`config.mk`:
```
export PLATFORM = sky130hd
export DESIGN_NAME = ctrl_pipe_n
export DESIGN_NICKNAME = d
export VERILOG_FILES = /design/src/rtl/ctrl_pipe_n.sv
export SDC_FILE = /design/constraint.sdc
export NUM_CORES = 1
export LEC_CHECK = 0
export BUFFER_PORTS_ARGS = -buffer_cell sky130_fd_sc_hd__buf_2
export CORE_ASPECT_RATIO = 0.75
export CORE_MARGIN = 2
export CORE_UTILIZATION = 30
export DETAILED_ROUTE_END_ITERATION = 16
export PLACE_DENSITY_LB_ADDON = 0.2
export SYNTH_ARGS = -nofsm -noshare
export SYNTH_HDL_FRONTEND = slang
export SYNTH_SLANG_ARGS = --single-unit
```
`constraint.sdc`:
```
create_clock -name clk -period 3 [get_ports clk]
set_input_delay 0.45 -clock clk [delete_from_list [all_inputs] [get_ports clk]]
set_output_delay 0.45 -clock clk [all_outputs]
set_load 0.01 [all_outputs]
```
`src/rtl/ctrl_pipe_n.sv`:
```
// ctrl_pipe_n
//   Parametrised control-word pipeline that carries decoded control bundles
//   from decode through the later stages to writeback. Each stage has a valid
//   bit, a control word, a gated regwrite bit and a destination register.
//   Stalls propagate backwards, and bubbles fill the gap behind a frozen
//   stage. Each stage can be flushed on its own. Destination-register hazard
//   match vectors and a registered occupancy count are provided.
//
// Optional feature: define CTRL_PIPE_PERF_EN to add three 32-bit performance
//   counters: perf_retired, perf_bubbles and perf_stall_cycles.
//
// Ports:
//   clk            clock
//   reset          asynchronous, active-low reset
//   in_valid       decode presents a bundle
//   in_ready       pipeline accepts the bundle this cycle
//   in_ctrl        decoded control word (CW)
//   in_regwr       bundle writes the register file
//   in_dst         destination register (DSTW)
//   stall          per-stage stall request, bit k = stage k
//   flush          per-stage flush, bit k = stage k
//   q_src_a/b      hazard query source registers
//   stage_valid    valid bit per stage
//   stage_ctrl     control words, stage k at [k*CW +: CW]
//   stage_regwr    gated regwrite per stage
//   stage_dst      destination register per stage, stage k at [k*DSTW +: DSTW]
//   match_a/b      per-stage hazard match against q_src_a / q_src_b
//   occupancy      number of valid stages (registered)
//   retire_valid   last stage holds a valid bundle
module ctrl_pipe_n #(
  parameter int STAGES = 6,
  parameter int CW     = 16,
  parameter int DSTW   = 5,
  parameter int OCCW   = 5
) (
  input  logic                     clk,
  input  logic                     reset,
  input  logic                     in_valid,
  output logic                     in_ready,
  input  logic [CW-1:0]            in_ctrl,
  input  logic                     in_regwr,
  input  logic [DSTW-1:0]          in_dst,
  input  logic [STAGES-1:0]        stall,
  input  logic [STAGES-1:0]        flush,
  input  logic [DSTW-1:0]          q_src_a,
  input  logic [DSTW-1:0]          q_src_b,
  output logic [STAGES-1:0]        stage_valid,
  output logic [STAGES*CW-1:0]     stage_ctrl,
  output logic [STAGES-1:0]        stage_regwr,
  output logic [STAGES*DSTW-1:0]   stage_dst,
  output logic [STAGES-1:0]        match_a,
  output logic [STAGES-1:0]        match_b,
  output logic [OCCW-1:0]          occupancy,
  output logic                     retire_valid
`ifdef CTRL_PIPE_PERF_EN
  ,
  output logic [31:0]              perf_retired,
  output logic [31:0]              perf_bubbles,
  output logic [31:0]              perf_stall_cycles
`endif
);

  logic [STAGES-1:0] valid_q, valid_d;
  logic [STAGES-1:0] regwr_q, regwr_d;
  logic [CW-1:0]     ctrl_q [STAGES];
  logic [CW-1:0]     ctrl_d [STAGES];
  logic [DSTW-1:0]   dst_q  [STAGES];
  logic [DSTW-1:0]   dst_d  [STAGES];
  logic [STAGES-1:0] hold;
  logic [STAGES-1:0] hold_prev;
  logic [OCCW-1:0]   occ_d;

  // The hold of a stage is the OR of its own stall and every later stall.
  // The loop uses a running accumulator so that hold never reads itself.
  always_comb begin
    logic acc;
    acc  = 1'b0;
    hold = '0;
    for (int k = STAGES - 1; k >= 0; k--) begin
      acc     = acc | stall[k];
      hold[k] = acc;
    end
  end

  // hold_prev[k] is the hold of stage k-1. Stage 0 has no upstream stage in
  // the chain, so its bit is tied to 0.
  assign hold_prev = {hold[STAGES-2:0], 1'b0};
  assign in_ready  = ~hold[0];

  // Next-state selection. Flush beats hold. Stage 0 loads from decode. A
  // stage that moves while its upstream neighbour is frozen takes a bubble.
  // Invalid entries always carry ctrl = 0 and regwr = 0.
  always_comb begin
    valid_d = valid_q;
    regwr_d = regwr_q;
    for (int k = 0; k < STAGES; k++) begin
      ctrl_d[k] = ctrl_q[k];
      dst_d[k]  = dst_q[k];
    end
    for (int k = 0; k < STAGES; k++) begin
      if (flush[k] || (k != 0 && !hold[k] && hold_prev[k])) begin
        valid_d[k] = 1'b0;
        regwr_d[k] = 1'b0;
        ctrl_d[k]  = '0;
        dst_d[k]   = '0;
      end else if (hold[k]) begin
        valid_d[k] = valid_q[k];
      end else if (k == 0) begin
        valid_d[0] = in_valid;
        regwr_d[0] = in_regwr & in_valid;
        ctrl_d[0]  = in_valid ? in_ctrl : '0;
        dst_d[0]   = in_dst;
      end else begin
        valid_d[k] = valid_q[k-1];
        regwr_d[k] = regwr_q[k-1];
        ctrl_d[k]  = ctrl_q[k-1];
        dst_d[k]   = dst_q[k-1];
      end
    end
  end

  // Occupancy is counted from the next-state valid vector, so the registered
  // count changes in the same cycle as the stages it describes.
  always_comb begin
    occ_d = '0;
    for (int k = 0; k < STAGES; k++)
      occ_d = occ_d + OCCW'(valid_d[k]);
  end

  always_ff @(posedge clk or negedge reset) begin
    if (!reset) begin
      valid_q   <= '0;
      regwr_q   <= '0;
      occupancy <= '0;
      for (int k = 0; k < STAGES; k++) begin
        ctrl_q[k] <= '0;
        dst_q[k]  <= '0;
      end
    end else begin
      valid_q   <= valid_d;
      regwr_q   <= regwr_d;
      occupancy <= occ_d;
      for (int k = 0; k < STAGES; k++) begin
        ctrl_q[k] <= ctrl_d[k];
        dst_q[k]  <= dst_d[k];
      end
    end
  end

  // Flatten the stage registers onto the packed output buses. Register 0
  // never produces a hazard match.
  always_comb begin
    stage_ctrl = '0;
    stage_dst  = '0;
    match_a    = '0;
    match_b    = '0;
    for (int k = 0; k < STAGES; k++) begin
      stage_ctrl[k*CW +: CW]     = ctrl_q[k];
      stage_dst[k*DSTW +: DSTW]  = dst_q[k];
      match_a[k] = regwr_q[k] && (dst_q[k] == q_src_a) && (q_src_a != '0);
      match_b[k] = regwr_q[k] && (dst_q[k] == q_src_b) && (q_src_b != '0);
    end
  end

  assign stage_valid  = valid_q;
  assign stage_regwr  = regwr_q;
  assign retire_valid = valid_q[STAGES-1];

`ifdef CTRL_PIPE_PERF_EN
  logic [OCCW-1:0] bubble_cnt;

  // This counts the stages that take a bubble at this edge. The flush and
  // hold checks mirror the priority order of the next-state block above.
  always_comb begin
    bubble_cnt = '0;
    for (int k = 1; k < STAGES; k++)
      bubble_cnt = bubble_cnt + OCCW'(!flush[k] && !hold[k] && hold_prev[k]);
  end

  always_ff @(posedge clk or negedge reset) begin
    if (!reset) begin
      perf_retired      <= '0;
      perf_bubbles      <= '0;
      perf_stall_cycles <= '0;
    end else begin
      perf_retired      <= perf_retired + 32'(retire_valid & ~hold[STAGES-1]);
      perf_bubbles      <= perf_bubbles + 32'(bubble_cnt);
      perf_stall_cycles <= perf_stall_cycles + 32'(~in_ready);
    end
  end
`endif

endmodule

```
# Yosys cells after proc, flatten, opt, wreduce, memory -nomap -nowiden

Cells that the tools add are included.

Bits in registers: 143
Input bits: 47
Word-level logic and storage cells: 140

Bitwise gates (word level): 7
Mux-type cells: 49
Add/subtract/negate cells: 5
Equality and inequality tests: 18
Reduce and logical (&&, ||, !) cells: 41

Operators with widths:

| kind                 | number |
|---|---|
| $mux W16             | 13 |
| $eq A5 B5 Y1         | 12 |
| $mux W5              | 12 |
| $logic_and A1 B1 Y1  | 29 |
| $mux W1              | 24 |
| $ne A2 B1 Y1 const B | 5 |
| $reduce_bool A5 Y1   | 2 |
| $add A4 B1 Y5        | 1 |
| $add A5 B1 Y5        | 1 |
| $logic_not A1 Y1     | 5 |
| $logic_or A1 B1 Y1   | 5 |
| $or A1 B1 Y1         | 5 |
| $add A3 B1 Y4        | 1 |
| $add A2 B1 Y3        | 1 |
| $add A1 B1 Y2        | 1 |
| $ne A2 B2 Y1 const B | 1 |
| $and A1 B1 Y1        | 1 |
| $not A1 Y1           | 1 |

# Logic depth before layout (Yosys ltp)

Word-level depth: 13
Gate-level depth with buffers: 12

# Least setup slack after synthesis

Ideal clock, no wire load.

Path kind: input to register
From: in stall[5]
To: reg occupancy[1]
Stages: 12
Setup time: 0.135 ns
Required time: 2.865 ns
Arrival: 3.184 ns
Slack: -0.319 ns
Path through: buf_6 or3_4 buf_6 clkbuf_1 o21ai_0 a21oi_1 fa_1 inv_1 fa_1 inv_1 ha_1 fa_1

Cells in the longest elaborated chain, start to end: 13
Elaborated cells on any way between the ends: 37
Classes of those cells: add/sub (5); mux (12); bitwise (5); reduce/logical (15)

RTL lines:

| item                                             | RTL line | source |
|---|---|---|
| start: declaration                               | 43       | `input logic [STAGES-1:0] stall,` |
| $or A1 B1 Y1 (*) (4 in series)                   | 80       | `acc = acc \| stall[k];` |
| $or A1 B1 Y1 or $logic_not A1 Y1 (tied branches) | 80, 101  |  |
| $logic_and A1 B1 Y1                              | 101      | `if (flush[k] \|\| (k != 0 && !hold[k] && hold_prev[k])) begin` |
| $logic_or A1 B1 Y1                               | 101      |  |
| $mux W1 (*)                                      | 101      |  |
| net valid_d[1]                                   | 63       | `logic [STAGES-1:0] valid_q, valid_d;` |
| $add A1 B1 Y2 (*)                                | 127      | `occ_d = occ_d + OCCW'(valid_d[k]);` |
| $add A2 B1 Y3 (*)                                | 127      |  |
| $add A3 B1 Y4 (*)                                | 127      |  |
| $add A4 B1 Y5 (*)                                | 127      |  |
| $add A5 B1 Y5 (*)                                | 127      |  |
| net occ_d[1]                                     | 71       | `logic [OCCW-1:0] occ_d;` |
| end signal: assignment                           | 134      | `occupancy <= '0;` |
| end signal: assignment                           | 142      | `occupancy <= occ_d;` |
| end: declaration                                 | 53       | `output logic [OCCW-1:0] occupancy,` |

The timed path passes the listed nets; every way through them passes the cells marked *.
A chain may end at the register's enable or synchronous reset.

# Worst setup path after layout

From: in stall[3]
To: reg occupancy[1]

Elaborated cells on any way between the ends: 29
Classes of those cells: add/sub (5); mux (9); bitwise (4); reduce/logical (11)

RTL lines:

| item                       | RTL line | source |
|---|---|---|
| $or A1 B1 Y1 (4 in series) | 80       |  |
| $mux W1                    | 106      | `end else if (hold[k]) begin` |
| $mux W1                    | 101      |  |
| net valid_d[0]             | 63       |  |
| $add A1 B1 Y2              | 127      |  |
| $add A2 B1 Y3              | 127      |  |
| $add A3 B1 Y4              | 127      |  |
| $add A4 B1 Y5              | 127      |  |
| $add A5 B1 Y5              | 127      |  |
| net occ_d[1]               | 71       |  |

The timed path passes the listed nets, and every way through them passes these cells.

==> flow_metrics.env <==
export IMPL_required_ns=3.28
export IMPL_synth_ff_type="dfrtp_1"
export IMPL_io_buffer_count=201
export IMPL_routed_via_density=5.20
export IMPL_arrival_ns=3.08
export IMPL_rows=46
export IMPL_die_y_um=130
export IMPL_core_mm2=0.0210
export IMPL_cts_setup_buffers=0
export IMPL_nets=817
export IMPL_p_leak_nw=4.18
export IMPL_hold_path_class="in -> async"
export IMPL_htreeDepth=4
export IMPL_yosysWarnings=0
export IMPL_syn2layout_area_growth_pct=31.5
export IMPL_cts_tree="yes"
export IMPL_r2r_slack_ns=0.49
export IMPL_routedWlPerCell_um=19.5
export IMPL_cp_cell_sequence="buf_2 > or3_4 > o21ai_0 > a21oi_1 > fa_1 > inv_1 > fa_1 > inv_1 > ha_2 > fa_1"
export IMPL_rr_endpoint="occupancy[1]$_DFF_PN0_"
export IMPL_gr_total_overflow=0
export IMPL_critical_path_buf_inv_count=3
export IMPL_synthDistinctLibCells=31
export IMPL_initial_core_util_pct=30.4
export IMPL_r2r_cells=8
export IMPL_synth_edf_count=0
export IMPL_first_global_vias=5254
export IMPL_drc=0
export IMPL_tightest_slew_ns=0.738
export IMPL_io_pins=204
export IMPL_period_needed_ns=2.80
export IMPL_holdWs_ns=0.0587
export IMPL_tns_ns=0
export IMPL_worst_path_most_repeated_cell="fa_1"
export IMPL_ys_seq_elements=141
export IMPL_startpoint_type="input port"
export IMPL_vias=5553
export IMPL_slowest_delay_ns=0.56
export IMPL_grt_usage_pct=18.4
export IMPL_timing_slew_headroom_pct=50.8
export IMPL_period_share_pct=93.2
export IMPL_r2r_start="stage_valid[3]$_DFF_PN0_"
export IMPL_finalNonFillerCells=1068
export IMPL_cts_resized=0
export IMPL_postRouteAntennaNets=0
export IMPL_cts_sinks=141
export IMPL_vdd_drop_max_v=0.000313
export IMPL_fmax_mhz=357
export IMPL_insertion_delay_ns=0.41
export IMPL_antenna_found_initial=1
export IMPL_dr_pass1_iters=5
export IMPL_clk_pin_slew_ns=0.06
export IMPL_cap_violations=0
export IMPL_setup_viol=0
export IMPL_grt_max_degree=79
export IMPL_slew_violations=0
export IMPL_crit_fanout=4
export IMPL_syn_instance_count=572
export IMPL_slowest_stage="fa_1"
export IMPL_cts_buffers=17
export IMPL_powerDensity_mw_per_mm2=525
export IMPL_rsz0062_at_grt="false"
export IMPL_synth_seq_area_share_pct=55.3
export IMPL_skew_ns=0.00644
export IMPL_synthArstFlopShare_pct=100
export IMPL_fin_area_mm2=0.00839
export IMPL_status="finished, final reports clean"
export IMPL_worstSetupPathType="in -> reg"
export IMPL_placed_cells=1035
export IMPL_hold_viol_final=0
export IMPL_drt_iter0_drc=368
export IMPL_hold_buffers=0
export IMPL_critPathCaptureType="flop"
export IMPL_layout_drive_gt1_share_pct=35.2
export IMPL_die_area_mm2=0.0225
export IMPL_cts_buffer_depth=2
export IMPL_syn_area_mm2=0.00638
export IMPL_synth_avg_cell_area_um2=11.1
export IMPL_grt_pass1_wl_mm=31.1
export IMPL_gp_congestion=0.801
export IMPL_fp_dieW_um=172
export IMPL_wirelength_mm=20.8
export IMPL_cts_root_buf="clkbuf_16"
export IMPL_crit_family="adder cells"
export IMPL_dp_hpwl_mm=15.8
export IMPL_placed_cell_area_mm2=0.00775
## synth_stat cells (5+ instances only)
cell / n / area, um2
a21oi_1: 45 / 225
a22o_1: 67 / 587
a22oi_1: 22 / 165
buf_4: 7 / 52.6
clkbuf_1: 43 / 161
dfrtp_1: 141 / 3530
nand2b_1: 5 / 31.3
nand3_1: 7 / 35.0
nand4_1: 34 / 213
nand4b_1: 18 / 158
nor2_1: 32 / 120
nor4_1: 12 / 75.1
o21ai_0: 47 / 235
xnor2_1: 36 / 315
xor2_1: 24 / 210
## area by class of cell
type | count | area [um2]
multi-input cells | 370 | 2590
diodes | 1 | 2.50
clock buffers | 21 | 470
repair buffers | 232 | 1260
well taps | 288 | 360
fillers | 2063 | 12600
flip-flops and latches | 141 | 3530
clock inverters | 11 | 164
inverters | 4 | 15.0
## worst max-delay path by stage
stage / from / slack, ns / cells after the start / to
after floorplan: stall[5] / -0.14 / 12 / occupancy[1]$_DFF_PN0_
after global placement: stall[3] / -0.17 / 10 / occupancy[1]$_DFF_PN0_
after detailed placement: stall[3] / -0.22 / 10 / occupancy[1]$_DFF_PN0_
after CTS: stall[3] / 0.22 / 10 / occupancy[1]$_DFF_PN0_
after global routing: stall[3] / 0.09 / 12 / occupancy[1]$_DFF_PN0_
final: stall[3] / 0.20 / 10 / occupancy[1]$_DFF_PN0_
## layer usage
layer	part of all wire, %	vias up	routed length (um)	track usage (%)
li1	-	2504	-	-
met1	50	2818	10300	27.8
met2	43	217	8860	25.9
met3	7.0	14	1450	4.91
met4	0.86	0	180	4.30
met5	0	-	0	0
## per-stage QoR
step           setup slack (ns)  utilization (%)  total power [mW]
2_1_floorplan            -0.144                -              2.08
3_3_place_gp             -0.174             36.9              2.20
3_5_place_dp             -0.219             36.9              2.21
4_1_cts                   0.216             39.9              4.46
5_1_grt                  0.0937             39.9              4.58
6_report                  0.203             39.9              4.41
## flip-flops by register name, indices dropped and copies added (netlist names)
name / flops
occupancy: 3
stage_valid: 6
stage_regwr: 6
stage_ctrl: 96
stage_dst: 30
## power breakdown
| part | leakage [nW] | switching (mW) | total [mW] | internal, mW |
|---|---|---|---|---|
| clock | 0.309 | 0.779 | 2.23 | 1.45 |
| sequential | 1.97 | 0.00222 | 1.91 | 1.90 |
| combinational | 1.90 | 0.185 | 0.268 | 0.0828 |
## logic make-up (layout without fill, tap and decap cells)
kind of cell             count (synthesis)  after routing  synth area share (%)
AO/OA/AOI/OAI                          183            183                  19.2
flip-flops                             141            141                  55.3
buffers and inverters                   62            268                  4.61
adder cells (fa/ha/maj)                  4              4                  1.14
XOR/XNOR                                60             60                  8.24
AND/OR/NAND/NOR                        121            121                  11.4
other                                    1              3                0.0588
## cells in the final DEF (no fill, tap or decap), types with 24 or more instances in the layout
| cell | instances |
|---|---|
| a22o_1 | 67 |
| xor2_1 | 24 |
| o21ai_0 | 46 |
| nand4_1 | 34 |
| a21oi_1 | 43 |
| nor2_1 | 31 |
| xnor2_1 | 36 |
| dfrtp_1 | 141 |
| buf_4 | 30 |
| buf_2 | 200 |
Note: power is estimated with default switching activity, not from simulation.
